[config.mk]
export PLATFORM = sky130hd
export DESIGN_NAME = memory_port_arbiter
export DESIGN_NICKNAME = d
export VERILOG_FILES = /design/src/rtl/arb_pkg.sv /design/src/rtl/arb_latency_timer.sv /design/src/rtl/memory_port_arbiter.sv
export SDC_FILE = /design/constraint.sdc
export NUM_CORES = 1
export LEC_CHECK = 0
export ABC_AREA = 0
export BUFFER_PORTS_ARGS = -buffer_cell sky130_fd_sc_hd__buf_2
export CAP_MARGIN = 10
export CORE_ASPECT_RATIO = 1.25
export CORE_UTILIZATION = 49
export CTS_CLUSTER_SIZE = 8
export DETAILED_ROUTE_END_ITERATION = 6
export PLACE_DENSITY = 0.95
export SLEW_MARGIN = 5
export SYNTH_ARGS = -nofsm -noshare
export SYNTH_HDL_FRONTEND = slang
export SYNTH_SLANG_ARGS = --single-unit
[constraint.sdc]
create_clock -name Clock -period 6.85 [get_ports Clock]
set_clock_uncertainty 0.2 [all_clocks]
set_input_delay 0.685 -clock Clock [delete_from_list [all_inputs] [get_ports Clock]]
set_output_delay 0.685 -clock Clock [all_outputs]
set_load 0.02 [all_outputs]
[src/rtl/arb_pkg.sv]
// Shared encodings for the IF/MEM memory port arbiter: FSM states, owner and access width codes.
package arb_pkg;

    typedef enum logic [1:0] {
        IDLE  = 2'd0,
        ISSUE = 2'd1,
        WAIT  = 2'd2,
        DONE  = 2'd3
    } state_e;

    typedef enum logic {
        OWNER_IF  = 1'b0,
        OWNER_MEM = 1'b1
    } owner_e;

    // Same encoding as the pipeline's R_Width/W_Width fields.
    typedef enum logic [1:0] {
        WIDTH_BYTE = 2'b00,
        WIDTH_HALF = 2'b01,
        WIDTH_WORD = 2'b10
    } width_e;

endpackage

[src/rtl/arb_latency_timer.sv]
// Loadable down-counter that paces one memory access; done marks the last wait cycle.
module arb_latency_timer #(
    parameter int MEM_LATENCY = 2
) (
    input  logic Clock,
    input  logic Reset,
    input  logic load,
    input  logic dec,
    output logic done
);

    localparam int CNT_W = $clog2(MEM_LATENCY + 1);

    logic [CNT_W-1:0] count;

    // NOTE: state registers use non-blocking assignments so every flop samples pre-edge values.
    always_ff @(posedge Clock or posedge Reset) begin
        if (Reset) begin
            count <= '0;
        end else if (load) begin
            count <= CNT_W'(MEM_LATENCY - 1);
        end else if (dec && count != '0) begin
            count <= count - CNT_W'(1);
        end
    end

    assign done = (count == CNT_W'(1));

endmodule

[src/rtl/memory_port_arbiter.sv]
// Arbitrates the single unified memory port between fetch (IF) and data (MEM) requesters.
// Optional ARB_PERF_COUNTERS_EN adds saturating per-requester stall-cycle counters.
module memory_port_arbiter
    import arb_pkg::*;
#(
    parameter int ADDR_W       = 32,
    parameter int DATA_W       = 32,
    parameter int MEM_LATENCY  = 2,
    parameter int STARVE_LIMIT = 4
) (
    input  logic              Clock,
    input  logic              Reset,
    input  logic              IF_Req,
    input  logic [ADDR_W-1:0] IF_Addr,
    output logic [DATA_W-1:0] IF_RData,
    output logic              IF_Ready,
    output logic              IF_Stall,
    input  logic              MEM_Req,
    input  logic              MEM_WE,
    input  logic [1:0]        MEM_Width,
    input  logic [ADDR_W-1:0] MEM_Addr,
    input  logic [DATA_W-1:0] MEM_WData,
    output logic [DATA_W-1:0] MEM_RData,
    output logic              MEM_Ready,
    output logic              MEM_Stall,
`ifdef ARB_PERF_COUNTERS_EN
    output logic [31:0]       IF_WaitCycles,
    output logic [31:0]       MEM_WaitCycles,
`endif
    output logic              Mem_Enable,
    output logic              Mem_WE,
    output logic [1:0]        Mem_Width,
    output logic [ADDR_W-1:0] Mem_Addr,
    output logic [DATA_W-1:0] Mem_WData,
    input  logic [DATA_W-1:0] Mem_RData
);

    localparam int STARVE_W = $clog2(STARVE_LIMIT + 1);

    state_e              state_q, state_d;
    owner_e              owner_q;
    logic [STARVE_W-1:0] starve_q;
    logic [ADDR_W-1:0]   addr_q;
    width_e              width_q;
    logic                we_q;
    logic [DATA_W-1:0]   wdata_q;

    logic arb_point, grant, pick_if;
    logic timer_load, timer_dec, timer_done, capture;

    // Arbitration happens when idle and on the completion cycle, allowing back-to-back grants.
    assign arb_point = (state_q == IDLE) || (state_q == DONE);
    assign grant     = arb_point && (IF_Req || MEM_Req);
    assign pick_if   = IF_Req && (!MEM_Req || starve_q == STARVE_W'(STARVE_LIMIT));

    assign IF_Stall  = IF_Req && !IF_Ready;
    assign MEM_Stall = MEM_Req && !MEM_Ready;

    assign Mem_Addr  = addr_q;
    assign Mem_Width = width_q;
    assign Mem_WE    = we_q;
    assign Mem_WData = wdata_q;

    always_ff @(posedge Clock or posedge Reset) begin
        if (Reset) begin
            state_q <= IDLE;
        end else begin
            state_q <= state_d;
        end
    end

    // NOTE: every always_comb output gets a default first so no path can infer a latch.
    always_comb begin
        state_d = state_q;
        case (state_q)
            IDLE:    if (grant) state_d = ISSUE;
            ISSUE:   state_d = (MEM_LATENCY == 1) ? DONE : WAIT;
            WAIT:    if (timer_done) state_d = DONE;
            DONE:    state_d = grant ? ISSUE : IDLE;
            default: state_d = IDLE;
        endcase
    end

    always_comb begin
        Mem_Enable = 1'b0;
        IF_Ready   = 1'b0;
        MEM_Ready  = 1'b0;
        timer_load = 1'b0;
        timer_dec  = 1'b0;
        capture    = 1'b0;
        case (state_q)
            ISSUE: begin
                Mem_Enable = 1'b1;
                timer_load = 1'b1;
                capture    = (MEM_LATENCY == 1);
            end
            WAIT: begin
                timer_dec = 1'b1;
                capture   = timer_done;
            end
            DONE: begin
                IF_Ready  = (owner_q == OWNER_IF);
                MEM_Ready = (owner_q == OWNER_MEM);
            end
            default: ;
        endcase
    end

    // Latched request fields drive the memory for the whole transaction; later input changes are ignored.
    always_ff @(posedge Clock or posedge Reset) begin
        if (Reset) begin
            owner_q <= OWNER_IF;
            addr_q  <= '0;
            width_q <= WIDTH_BYTE;
            we_q    <= 1'b0;
            wdata_q <= '0;
        end else if (grant) begin
            if (pick_if) begin
                owner_q <= OWNER_IF;
                addr_q  <= IF_Addr;
                width_q <= WIDTH_WORD;
                we_q    <= 1'b0;
                wdata_q <= '0;
            end else begin
                owner_q <= OWNER_MEM;
                addr_q  <= MEM_Addr;
                width_q <= width_e'(MEM_Width);
                we_q    <= MEM_WE;
                wdata_q <= MEM_WData;
            end
        end
    end

    // Counts consecutive losses of a requesting IF; saturates so the forced IF win stays armed.
    always_ff @(posedge Clock or posedge Reset) begin
        if (Reset) begin
            starve_q <= '0;
        end else if (grant) begin
            if (pick_if) begin
                starve_q <= '0;
            end else if (IF_Req && starve_q != STARVE_W'(STARVE_LIMIT)) begin
                starve_q <= starve_q + STARVE_W'(1);
            end
        end
    end

    always_ff @(posedge Clock or posedge Reset) begin
        if (Reset) begin
            IF_RData  <= '0;
            MEM_RData <= '0;
        end else if (capture) begin
            if (owner_q == OWNER_IF) begin
                IF_RData <= Mem_RData;
            end else if (!we_q) begin
                MEM_RData <= Mem_RData;
            end
        end
    end

    arb_latency_timer #(
        .MEM_LATENCY(MEM_LATENCY)
    ) u_timer (
        .Clock(Clock),
        .Reset(Reset),
        .load (timer_load),
        .dec  (timer_dec),
        .done (timer_done)
    );

`ifdef ARB_PERF_COUNTERS_EN
    always_ff @(posedge Clock or posedge Reset) begin
        if (Reset) begin
            IF_WaitCycles  <= '0;
            MEM_WaitCycles <= '0;
        end else begin
            if (IF_Stall && IF_WaitCycles != 32'hFFFF_FFFF) begin
                IF_WaitCycles <= IF_WaitCycles + 32'd1;
            end
            if (MEM_Stall && MEM_WaitCycles != 32'hFFFF_FFFF) begin
                MEM_WaitCycles <= MEM_WaitCycles + 32'd1;
            end
        end
    end
`else
    // Without the counters, the stall outputs are the only visibility into port contention.
`endif

endmodule

; Yosys cells after proc, flatten, opt, wreduce, memory -nomap -nowiden
; Cells that the tools add are included.
[totals]
regBits = 139
inputBits = 135
out_inout_bits = 136
word_cells = 60
[classes]
n_addsub = 2
eq_ne = 8
n_mux = 18
n_bitwise = 2
n_reduce_logical = 20
[ops]
columns = operator, n
row1 = 32-bit 2-to-1 mux, 2
row2 = 2-bit 2-to-1 mux, 5
row3 = 1-bit 2-to-1 mux, 8
row4 = 2-bit case mux with 4 select lines, 1
row5 = 1-bit logical AND, 6
row6 = 3-bit 2-to-1 mux, 2
row7 = 2-bit AND reduction, 3
row8 = 2-bit nonzero test, 3
row9 = "2-bit by 1-bit equality test with 1-bit output, second input constant", 2
row10 = "2-bit equality test, second input constant", 2
row11 = "2-bit != test, second input constant", 2
row12 = "3-bit by 1-bit adder with 3-bit output, second input constant", 1
row13 = "3-bit equality test, second input constant", 1
row14 = 1-bit zero test, 3
row15 = 1-bit logical OR, 3
row16 = "3-bit != test, second input constant", 1
row17 = 3-bit AND reduction, 1
row18 = 2-bit zero test, 1
row19 = 1-bit inverter, 2
row20 = "2-bit by 1-bit subtractor with 2-bit output, second input constant", 1

; Depth between registers and ports, before layout
[depth]
ltp_word = 5
depth_mapped = 8
ltp_nobuf = 6

; By module
; Synthesis repeated with hierarchy kept, for this count alone.
[unflattened]
hier_cells = 520
hier_area_um2 = 5755.5
[by_module_without_submodules]
columns = mod, instances, cells_each, area_per_inst_um2, seq_area_each_um2
row1 = memory_port_arbiter, 1, 507, 5621.6, 3428.3
row2 = arb_latency_timer, 1, 13, 133.9, 50.0

; Least setup slack after synthesis
; Ideal clock, no wire load.
[synth_path]
path_type = reg2out
startpoint = reg state_q[0]
endpoint = out MEM_Stall
t_arrival_ns = 1.156
required_ns = 5.965
setup_slack_ns = 4.809
stages_incl_launch_ff = 4
path_buffers = 0
path_cell_list = dfrtp_1 -> ha_1 -> and2_1 -> nor2b_1
[synth_via]
elab_chain_cells = 4
[synth_lines]
columns = item, line
row1 = start: declaration, memory_port_arbiter.sv:40  ; state_e state_q, state_d;
row2 = start signal: assignment, memory_port_arbiter.sv:68  ; state_q <= state_d;
row3 = 2-bit equality test, memory_port_arbiter.sv:91  ; case (state_q)
row4 = 1-bit 2-to-1 mux, memory_port_arbiter.sv:91
row5 = named net MEM_Ready, memory_port_arbiter.sv:24  ; output logic MEM_Ready,
row6 = 1-bit zero test, memory_port_arbiter.sv:57  ; assign MEM_Stall = MEM_Req && !MEM_Ready;
row7 = 1-bit logical AND, memory_port_arbiter.sv:57
row8 = end: declaration, memory_port_arbiter.sv:25  ; output logic MEM_Stall,
; The timed path passes the listed nets, and every way through them passes these cells.

; Worst setup path after layout
[layout_path]
startpoint = reg state_q[0]
endpoint = reg wdata_q[30] (netlist: Mem_WData[30])
[layout_via]
elab_chain_cells = 3
word_cells_on_any_way = 4
cone_classes = 1 x eq/ne / 3 x reduce/logical
[layout_lines]
columns = item, line
row1 = 2-bit equality test / 2-bit zero test (equally long branches), memory_port_arbiter.sv:52  ; assign arb_point = (state_q == IDLE) || (state_q == DONE);
row2 = 1-bit logical OR (*), memory_port_arbiter.sv:52
row3 = 1-bit logical AND (*), memory_port_arbiter.sv:53  ; assign grant = arb_point && (IF_Req || MEM_Req);
row4 = end signal: assignment, memory_port_arbiter.sv:129  ; wdata_q <= MEM_WData;
row5 = end: declaration, memory_port_arbiter.sv:46  ; logic [DATA_W-1:0] wdata_q;
; Mark *: on every way between the ends. The rest lies on a longest branch, timed or not.
; A chain may end at the register's enable or synchronous reset.

==> out/results.md <==
| Metric | Reported |
|---|---|
| Delay contributed by the slowest stage of the critical path | 0.62 ns |
| Fraction of layout cells with a size suffix above 1 | 47.5% |
| Standard cell area after detailed placement | 7150 sq um |
| Worst hold path type | in -> async |
| Cell accounting for the most synthesized area | sky130_fd_sc_hd__dfrtp_1 |
| Number of flops mapped to enable cells by yosys | 0 |
| Net count after synthesis | 662 |
| Netlist area before placement | 5760 sq um |
| Finished Core Util | 69.1% |
| Width of the chip | 98.9 um |
| HPWL after detailed placement | 10300 um |
| Slew @ Worst Pin | 1.10 ns |
| Placeable Area | 11200 sq um |
| Global-route wire length before repair | 22600 um |
| Clock latency on the worst-skew pair | 0.40 ns |
| Count of fill cells added during filler insertion | 871 |
| Endpoint required time on the critical path | 6.97 ns |
| Maximum VDD drop | 0.298 mV |
| Final hold violations | 0 |
| Clock Root Buffer | sky130_fd_sc_hd__clkbuf_16 |
| Library cells used by synthesis | 29 |
| Max frequency | 391 MHz |
| Total Die Area | 12200 sq um |
| Max-Cap Viols | 0 |
| Flop and latch count out of synthesis | 139 |
| Data arrival, critical path | 2.68 ns |
| Post-route fraction of the period consumed by the critical path | 37.3% |
| Number of buffer and inverter instances along the worst setup path | 2 |
| Flop pwr share | 32.9% |
| PortBufs | 270 |
| Combinational cell fraction of total power | 45.6% |
| Switching share of power | 41.4% |
| Pin count of the biggest net entering global routing | 90 |
| Deepest clock path buffer count | 2 |
| Die height | 123 um |
| Post-detailed-route count of antenna-violating nets | 0 |
| Vias per std cell | 5.18 |
| Final setup violation count | 0 |
| Post-Syn Area per Cell | 11.1 sq um |
| Area growth from synthesis to layout | 34.9% |
| Cell with the biggest individual delay on the critical path | sky130_fd_sc_hd__o21ba_2 |
| Total Wirelength | 14500 um |
| Critical path launch point | state_q[0] |
| P_sw | 1.83 mW |
| Highest net fanout along the worst path | 43 |
| Post-route cell area | 7770 sq um |
| Count of inserted antenna diode cells | 0 |
| Async S/R FF share, synth | 100% |
| Synthesized instance count | 519 |
| Top cell type's share of synthesized area | 60.4% |
| RD Place Congestion | 0.810 |
| CP Class | reg -> reg |
| Library cell with the highest instance count after synthesis | sky130_fd_sc_hd__dfrtp_1 |
| Overall overflow remaining after global route | 0 |
| Count of boundary I/O pins | 271 |
| Final critical-path required period | 2.56 ns |
| Total vias in the final route | 4814 |
| H-tree lvl count | 4 |
| Synth cell count leaders | 139 x sky130_fd_sc_hd__dfrtp_1, 103 x sky130_fd_sc_hd__nand2_1, 66 x sky130_fd_sc_hd__a21oi_1, 65 x sky130_fd_sc_hd__mux2_2, 39 x sky130_fd_sc_hd__nor2_1 |
| Overall global routing resource usage | 24.2% |
| Number of detailed-routing iterations run before antenna repair | 4 |
| TritonCTS clock tree | built |
| Hold bufs inserted after CTS | 0 |
| Top cells by area, synth | sky130_fd_sc_hd__dfrtp_1 60%, sky130_fd_sc_hd__mux2_2 13%, sky130_fd_sc_hd__nand2_1 6.7%, sky130_fd_sc_hd__a21oi_1 5.7%, sky130_fd_sc_hd__o21ai_0 3.1% |
| Remaining routing DRC violations | 0 |
| CTS clock-pin slew for the worst setup and hold paths | 0.06 ns |
| Max_slew headroom | 26.6% |
| Unrepaired setup endpoints after global routing | no |
| Final nets | 925 |
| # clock sinks | 139 |
| Vias in the first global route | 4795 |
| Final total negative setup slack | 0 ns |
| Ys Warns | 0 |
| Ratio of total power to cell area | 568 nW/um^2 |
| Number of gates given a new drive strength after cts | 0 |
| Critical Path End Type | register |
| Count of pins over their slew limit | 0 |
| Crit path max-delay family | compound AO/OA/AOI/OAI gates |
| Initial antenna violation count | 0 |
| Run status | finished clean |
| Initial Util | 51.2% |
| TritonCTS Buffers | 17 |
| Number of rows created at floorplan | 43 |
| WL per Instance | 15.6 um |
| Startpoint of the worst register-to-register path | state_q[0] |
| Leak | 3.93 nW |
| Sort of element at the start of the critical path | register |
| Count of routing violations after the opening detailed-route iteration | 200 |
| Post-CTS setup-driven buffer insertion count | 0 |
| Most used flip-flop cell after synthesis | sky130_fd_sc_hd__dfrtp_1 |
| Pint | 2.59 mW |
| Sequential fraction of the synthesis area | 60.4% |
| CP cell instances | inv_1 > ha_1 > o21ba_2 > buf_4 > nand2_1 > o21ai_0 |
| Clock share of power | 21.5% |
[area by class of cell]
class	instances	area, sq um	share of cell area (%)
timing repair buffer	275	1390	17.9
inverter	8	35.0	0.451
sequential	139	3480	44.8
multi-input combinational	341	2070	26.7
clock buffer	20	457	5.88
tap	135	169	2.17
clock inverter	12	164	2.11
[power groups by stage]
| stage | clock network, mW | logic [mW] | registers (mW) |
|---|---|---|---|
| 2_1_floorplan | 0 | 0.915 | 1.92 |
| 3_3_place_gp | 0 | 1.95 | 1.44 |
| 3_5_place_dp | 0 | 2.03 | 1.46 |
| 4_1_cts | 0.966 | 2.03 | 1.45 |
| 5_1_grt | 1.00 | 2.19 | 1.50 |
| 6_report | 0.949 | 2.01 | 1.45 |
[path summary, 6_finish.rpt]
| path | depth (start not counted) | endpoint | slack (ns) |
|---|---|---|---|
| hold / removal | 2 | Mem_WData[23] | 0.21 |
| hold reg to reg | 2 | Mem_WData[2] | 0.28 |
| min in group Clock | 2 | Mem_WData[2] | 0.28 |
| setup reg to reg | 6 | Mem_WData[30] | 4.29 |
| max in group asynchronous | 3 | IF_RData[5] | 5.05 |
| setup / recovery | 6 | Mem_WData[30] | 4.29 |
[sequential cells by signal, indices dropped and copies added, names as in the netlist]
name / count
IF_RData: 32
MEM_RData: 32
Mem_Addr: 32
Mem_WData: 32
starve_q: 3
Mem_Width: 2
state_q: 2
u_timer.count: 2
Mem_WE: 1
owner_q: 1
[per-stage QoR]
stage	hold WS (ns)	worst slack (ns)	std cells	power [mW]
finish	0.211	4.29	930	4.41
global route	0.289	4.13	930	4.69
CTS	0.265	4.29	930	4.45
detailed placement	0.264	4.27	898	3.49
global placement	0.257	4.32	898	3.39
floorplan	0.275	2.24	519	2.83
[layer usage]
layer | global-route usage [%] | part of all wire (%)
met1 | 26.6 | 38
met2 | 43.3 | 53
met3 | 6.33 | 6.4
met4 | 11.9 | 3.3
met5 | 0 | 0
[cell families after synthesis]
family	Yosys count	share of synthesized area [%]
compound gates	112	10.5
xor+xnor	1	0.152
fa+ha+maj	8	1.74
buf+inv	39	3.65
flops	139	60.4
mux	65	12.7
simple gates	155	10.8
[layout by cell type (no fill, tap or decap), drive strengths merged, types with 2 or more instances in the layout]
| cell | Yosys | routed |
|---|---|---|
| a21oi | 68 | 68 |
| a22o | 2 | 2 |
| and2 | 2 | 2 |
| buf | 23 | 275 |
| bufinv | 0 | 3 |
| clkbuf | 8 | 20 |
| clkinv | 0 | 3 |
| clkinvlp | 0 | 4 |
| dfrtp | 139 | 139 |
| ha | 8 | 8 |
| inv | 8 | 10 |
| mux2 | 65 | 65 |
| nand2 | 103 | 103 |
| nand2b | 3 | 3 |
| nor2 | 39 | 39 |
| nor2b | 4 | 4 |
| o21ai | 36 | 36 |
(Power assumes the default switching activity.)
